[src/rtl/word_rx_pkg.sv]
// Shared types and constants for the serial word receiver.
// FSM state encoding and the active-low 7-segment hex table ({g,f,e,d,c,b,a}).
package word_rx_pkg;

    typedef enum logic [2:0] {
        StIdle,
        StStart,
        StData,
        StStop,
        StBreak
    } rx_state_e;

    localparam logic [6:0] SEG_ZERO = 7'b1000000;

    localparam logic [6:0] SEG_LUT [16] = '{
        7'b1000000, 7'b1111001, 7'b0100100, 7'b0110000,
        7'b0011001, 7'b0010010, 7'b0000010, 7'b1111000,
        7'b0000000, 7'b0010000, 7'b0001000, 7'b0000011,
        7'b1000110, 7'b0100001, 7'b0000110, 7'b0001110
    };

endpackage

[src/rtl/hex7seg.sv]
// Combinational 4-bit to active-low 7-segment hex decoder.
module hex7seg
    import word_rx_pkg::*;
(
    input  logic [3:0] hex_i,
    output logic [6:0] seg_n_o
);

    assign seg_n_o = SEG_LUT[hex_i];

endmodule

[src/rtl/word_rx.sv]
// Serial word receiver: start bit, WORD_W data bits MSB first, stop bit.
// Shows the last good word on LEDs and a registered 7-segment digit.
module word_rx
    import word_rx_pkg::*;
#(
    parameter int unsigned BIT_TICKS = 50000,
    parameter int unsigned WORD_W    = 4,
    parameter int unsigned CNT_W     = 8
) (
    input  logic              sysclk,
    input  logic              rst_n,
    input  logic              serial_in,
    output logic [WORD_W-1:0] word,
    output logic              word_valid,
    output logic              frame_err,
    output logic              busy,
    output logic [CNT_W-1:0]  word_count,
    output logic [6:0]        seg_n
);

    localparam int unsigned TickW = $clog2(BIT_TICKS);
    localparam int unsigned IdxW  = (WORD_W > 1) ? $clog2(WORD_W) : 1;
    localparam logic [TickW-1:0] TickLast = TickW'(BIT_TICKS - 1);
    localparam logic [TickW-1:0] TickHalf = TickW'(BIT_TICKS / 2 - 1);
    localparam logic [IdxW-1:0]  IdxLast  = IdxW'(WORD_W - 1);

    logic [1:0] rst_sync_q;
    logic       rst_s_n;
    logic [1:0] rx_sync_q;
    logic       rx_s;

    rx_state_e         state_q, state_d;
    logic [TickW-1:0]  tick_q, tick_d;
    logic [IdxW-1:0]   idx_q, idx_d;
    logic [WORD_W-1:0] shift_q, shift_d;
    logic [WORD_W-1:0] word_q, word_d;
    logic [CNT_W-1:0]  count_q, count_d;
    logic              valid_q, valid_d;
    logic              err_q, err_d;
    logic [6:0]        seg_q, seg_raw;
    logic              half_done, bit_done;

    // Reset asserts asynchronously but releases on a clock edge.
    always_ff @(posedge sysclk or negedge rst_n) begin
        if (!rst_n) begin
            rst_sync_q <= 2'b00;
        end else begin
            rst_sync_q <= {rst_sync_q[0], 1'b1};
        end
    end
    assign rst_s_n = rst_sync_q[1];

    always_ff @(posedge sysclk or negedge rst_s_n) begin
        if (!rst_s_n) begin
            rx_sync_q <= 2'b11;
            state_q   <= StIdle;
            tick_q    <= '0;
            idx_q     <= '0;
            shift_q   <= '0;
            word_q    <= '0;
            count_q   <= '0;
            valid_q   <= 1'b0;
            err_q     <= 1'b0;
            seg_q     <= SEG_ZERO;
        end else begin
            rx_sync_q <= {rx_sync_q[0], serial_in};
            state_q   <= state_d;
            tick_q    <= tick_d;
            idx_q     <= idx_d;
            shift_q   <= shift_d;
            word_q    <= word_d;
            count_q   <= count_d;
            valid_q   <= valid_d;
            err_q     <= err_d;
            seg_q     <= seg_raw;
        end
    end
    assign rx_s = rx_sync_q[1];

    assign half_done = (tick_q == TickHalf);
    assign bit_done  = (tick_q == TickLast);

    always_comb begin : next_state
        state_d = state_q;
        unique case (state_q)
            StIdle:  if (!rx_s) state_d = StStart;
            StStart: if (half_done) state_d = rx_s ? StIdle : StData;
            StData:  if (bit_done && idx_q == '0) state_d = StStop;
            StStop:  if (bit_done) state_d = rx_s ? StIdle : StBreak;
            StBreak: if (rx_s) state_d = StIdle;
            default: state_d = StIdle;
        endcase
    end

    always_comb begin : outputs
        tick_d  = tick_q + 1'b1;
        idx_d   = idx_q;
        shift_d = shift_q;
        word_d  = word_q;
        count_d = count_q;
        valid_d = 1'b0;
        err_d   = 1'b0;
        busy    = (state_q != StIdle);
        unique case (state_q)
            StIdle: tick_d = '0;
            StStart: begin
                if (half_done) begin
                    tick_d = '0;
                    idx_d  = IdxLast;
                end
            end
            StData: begin
                if (bit_done) begin
                    tick_d  = '0;
                    shift_d = {shift_q[WORD_W-2:0], rx_s};
                    idx_d   = idx_q - 1'b1;
                end
            end
            StStop: begin
                if (bit_done) begin
                    tick_d = '0;
                    if (rx_s) begin
                        word_d  = shift_q;
                        count_d = count_q + 1'b1;
                        valid_d = 1'b1;
                    end else begin
                        err_d = 1'b1;
                    end
                end
            end
            StBreak: tick_d = '0;
            default: tick_d = '0;
        endcase
    end

    hex7seg u_hex7seg (
        .hex_i   (word_q[3:0]),
        .seg_n_o (seg_raw)
    );

    assign word       = word_q;
    assign word_valid = valid_q;
    assign frame_err  = err_q;
    assign word_count = count_q;
    assign seg_n      = seg_q;

endmodule

[config.mk]
export PLATFORM = sky130hd
export DESIGN_NAME = word_rx
export DESIGN_NICKNAME = d
export VERILOG_FILES = /design/src/rtl/word_rx_pkg.sv /design/src/rtl/hex7seg.sv /design/src/rtl/word_rx.sv
export SDC_FILE = /design/constraint.sdc
export NUM_CORES = 1
export LEC_CHECK = 0
export ABC_AREA = 1
export CAP_MARGIN = 30
export CORE_MARGIN = 4
export CORE_UTILIZATION = 45
export CTS_CLUSTER_SIZE = 16
export DETAILED_ROUTE_END_ITERATION = 8
export PLACE_DENSITY = 0.69
export SETUP_SLACK_MARGIN = 0.3
export SYNTH_ARGS = -nofsm -noshare
export SYNTH_HDL_FRONTEND = slang
export SYNTH_SLANG_ARGS = --single-unit
[constraint.sdc]
create_clock -name sysclk -period 2.3 [get_ports sysclk]
set_input_delay 0.345 -clock sysclk [delete_from_list [all_inputs] [get_ports sysclk]]
set_output_delay 0.345 -clock sysclk [all_outputs]
set_load 0.005 [all_outputs]
==> results.md <==
* Status: finished, final reports clean
* GPL Wtd Cong at 0.877
* Share of cells above drive strength 1 at 10.9%
* Clock-pin slew on the worst setup and hold paths at 0.08 ns
* Detailed Route WL at 4750 um
* Die height at 84.1 um
* Fillers at 525
* I/O pin cnt at 25
* Post-layout worst setup margin at 0.498 ns
* Total grt overflow at 0
* Design area at 3030 um^2
* Wire per inst at 11.3 um
* IO Port Bufs at 24
* First-pass GRT wire length at 8670 um
* Post-Place Worst Slack at 0.686 ns
* Final TNS setup at 0 ns
* Root buffer cell: clkbuf_8
* DR vias/cell at 4.90
* Starting Density at 46.7%
* Drt pass-1 iters at 4
* Largest net degree at the start of global routing at 22
* DIE AREA at 7070 um^2
* Switching Share at 32.5%
* Switch Pwr at 701 uW
* Fin crit period at 1.80 ns
* Critical path endpoint category: output pin
* Ant diodes at 0
* CTS tree: done
* Total global-route track usage at 14.8%
* Area grow syn2layout at 16.5%
* #FFs+latches synth at 50
* Max-cap viol count at 0
* RSZ-0062 raised after global routing: no
* Lkg Pwr at 1.41 nW
* P_int at 1.46 mW
* Die extent in x at 84.1 um
* Total power at 2.16 mW
* Worst skew pair latency at 0.30 ns
* Sequential share of power at 47.3%
* Critical path cell sequence: nor2_1, nand2_1, clkdlybuf4s50_1
* CP max FO at 5
* Commonest non-fill, non-tap cell in the layout: nand2_1
* Nets at 360
* PwrDens at 711 nW/um^2
* Layout Skew at 0.00750 ns
* Crit start category: flop
* Max incr delay on CP at 0.45 ns
* Hold-fix buffers, CTS at 0
* Setup-failing EPs final at 0
* Post-Syn Nets at 330
* Crit-path slowest cell: clkdlybuf4s50_1
* TritonCTS buffer count at 5
* Post-Syn Instances at 318
* Vias in the first global route at 2014
* # clock sinks at 50
* Final Hold Vio Count at 0
* Synth cell types at 31
* Mapped cell area at 2600 um^2
* Crit Path Category: reg -> out
* Fmax at 555 MHz
* Worst path arrival time at 1.46 ns
* # rows at 27
* Htree depth at 2
* Clk network pwr share at 27.8%
* YS warnings at 0
* DP Wirelength at 3650 um
* # DRC at 0
* Avg Inst Size Synth at 8.19 um^2
* Sequential area share after synthesis at 48.2%
* Slew Viols, Final at 0
* Worst EP required at 1.96 ns
* Fin crit share at 78.4%
* Min-delay worst type: in -> async
* DR vias at 2063
* Most frequent cells in the layout: nand2_1, dfrtp_1, inv_1, nor2_1, clkdlybuf4s50_1
* Cell Area, Placed at 2920 um^2
* Postcts setup bufs at 0
* Max Buffers Root-to-Sink at 2
* Post-DRT Antenna Nets at 0
* Initial antenna violation count at 0
* Iteration-0 DRC Markers at 77
* Post-CTS resize count at 0
* Peak supply drop at 0.000403 V
* Combinational power share at 24.8%
* Core ar. at 5570 um^2
-- synthesized netlist by cell type, drive strengths merged --
master / number / area [um^2]
a21oi: 6 / 30.0
inv: 40 / 153
nor2: 45 / 204
dfstp: 3 / 78.8
nand4: 5 / 37.5
nand2: 93 / 377
nand3b: 1 / 7.51
nand3: 22 / 120
nor3: 4 / 20.0
buf: 1 / 20.0
conb: 1 / 3.75
ha: 9 / 113
o211ai: 1 / 7.51
clkbuf: 2 / 7.51
o21ai: 19 / 98.8
clkinv: 2 / 8.75
a32oi: 1 / 8.76
xnor2: 4 / 35.0
o31ai: 1 / 7.51
xor2: 9 / 78.8
dfrtp: 47 / 1180
o22ai: 2 / 12.5
-- layer usage --
metal / wire (um) / vias to the layer above / GRT usage, %
met1: 2070 / 960 / 16.8
met2: 2400 / 40 / 26.5
met5: 0 / - / 0
met4: 76 / 0 / 5.12
li1: - / 1056 / -
met3: 200 / 7 / 3.95
-- registers in the layout (all words and copies together) (netlist names), 3 cells and up --
name	flops
tick_q	16
word_count	8
seg_n	7
state_q	3
shift_q	4
word	4
-- through the flow --
step | hold slack (ns) | util (%) | std cells
after floorplan | 0.0494 | - | 318
after global placement | 0.229 | 52.5 | 413
after detailed placement | 0.230 | 52.5 | 413
after CTS | 0.191 | 54.4 | 421
after global routing | 0.187 | 54.4 | 421
final | 0.197 | 54.4 | 421
-- worst max-delay path: cells and delay by family, from the launching register on --
family | cells | cell delay (ns)
buffers and inverters | 1 | 0.45
AND/OR/NAND/NOR | 2 | 0.28
flip-flops | 1 | 0.43
-- path summary, 6_finish.rpt --
check / slack [ns] / from / cells after the start / to
max: 0.50 / state_q[0] / 3 / busy
min: 0.20 / rst_n / 1 / rst_sync_q[1]
max reg2reg: 0.69 / tick_q[0] / 8 / tick_q[10]
min reg2reg: 0.20 / rst_sync_q[1] / 0 / word_count[6]
max in group asynchronous: 1.46 / rst_sync_q[1] / 1 / rx_sync_q[0]
min in group sysclk: 0.35 / rst_sync_q[0] / 0 / rst_sync_q[1]
-- power by group through the flow --
stage	clock (mW)	combinational [mW]	sequential (mW)
after CTS	0.631	0.545	1.02
after detailed placement	0	0.528	1.04
after global placement	0	0.520	1.03
after global routing	0.670	0.614	1.03
final	0.601	0.535	1.02
after floorplan	0	0.462	1.03
-- final cells by class --
| type | instances | area (um^2) | share of cell area, % |
|---|---|---|---|
| multi-input combinational | 223 | 1160 | 38.3 |
| tap | 72 | 90.1 | 2.97 |
| clock inverter | 2 | 37.5 | 1.24 |
| inverter | 42 | 161 | 5.32 |
| sequential | 50 | 1260 | 41.4 |
| timing repair buffer | 26 | 255 | 8.41 |
| clock buffer | 6 | 72.6 | 2.39 |
-- cell families after synthesis --
logic type | synth area share (%)
compound gates | 6.34
simple gates | 29.4
flops | 48.2
other cells | 0.144
fa+ha+maj | 4.32
xor+xnor | 4.37
buf+inv | 7.25
(Power assumes the default switching activity.)
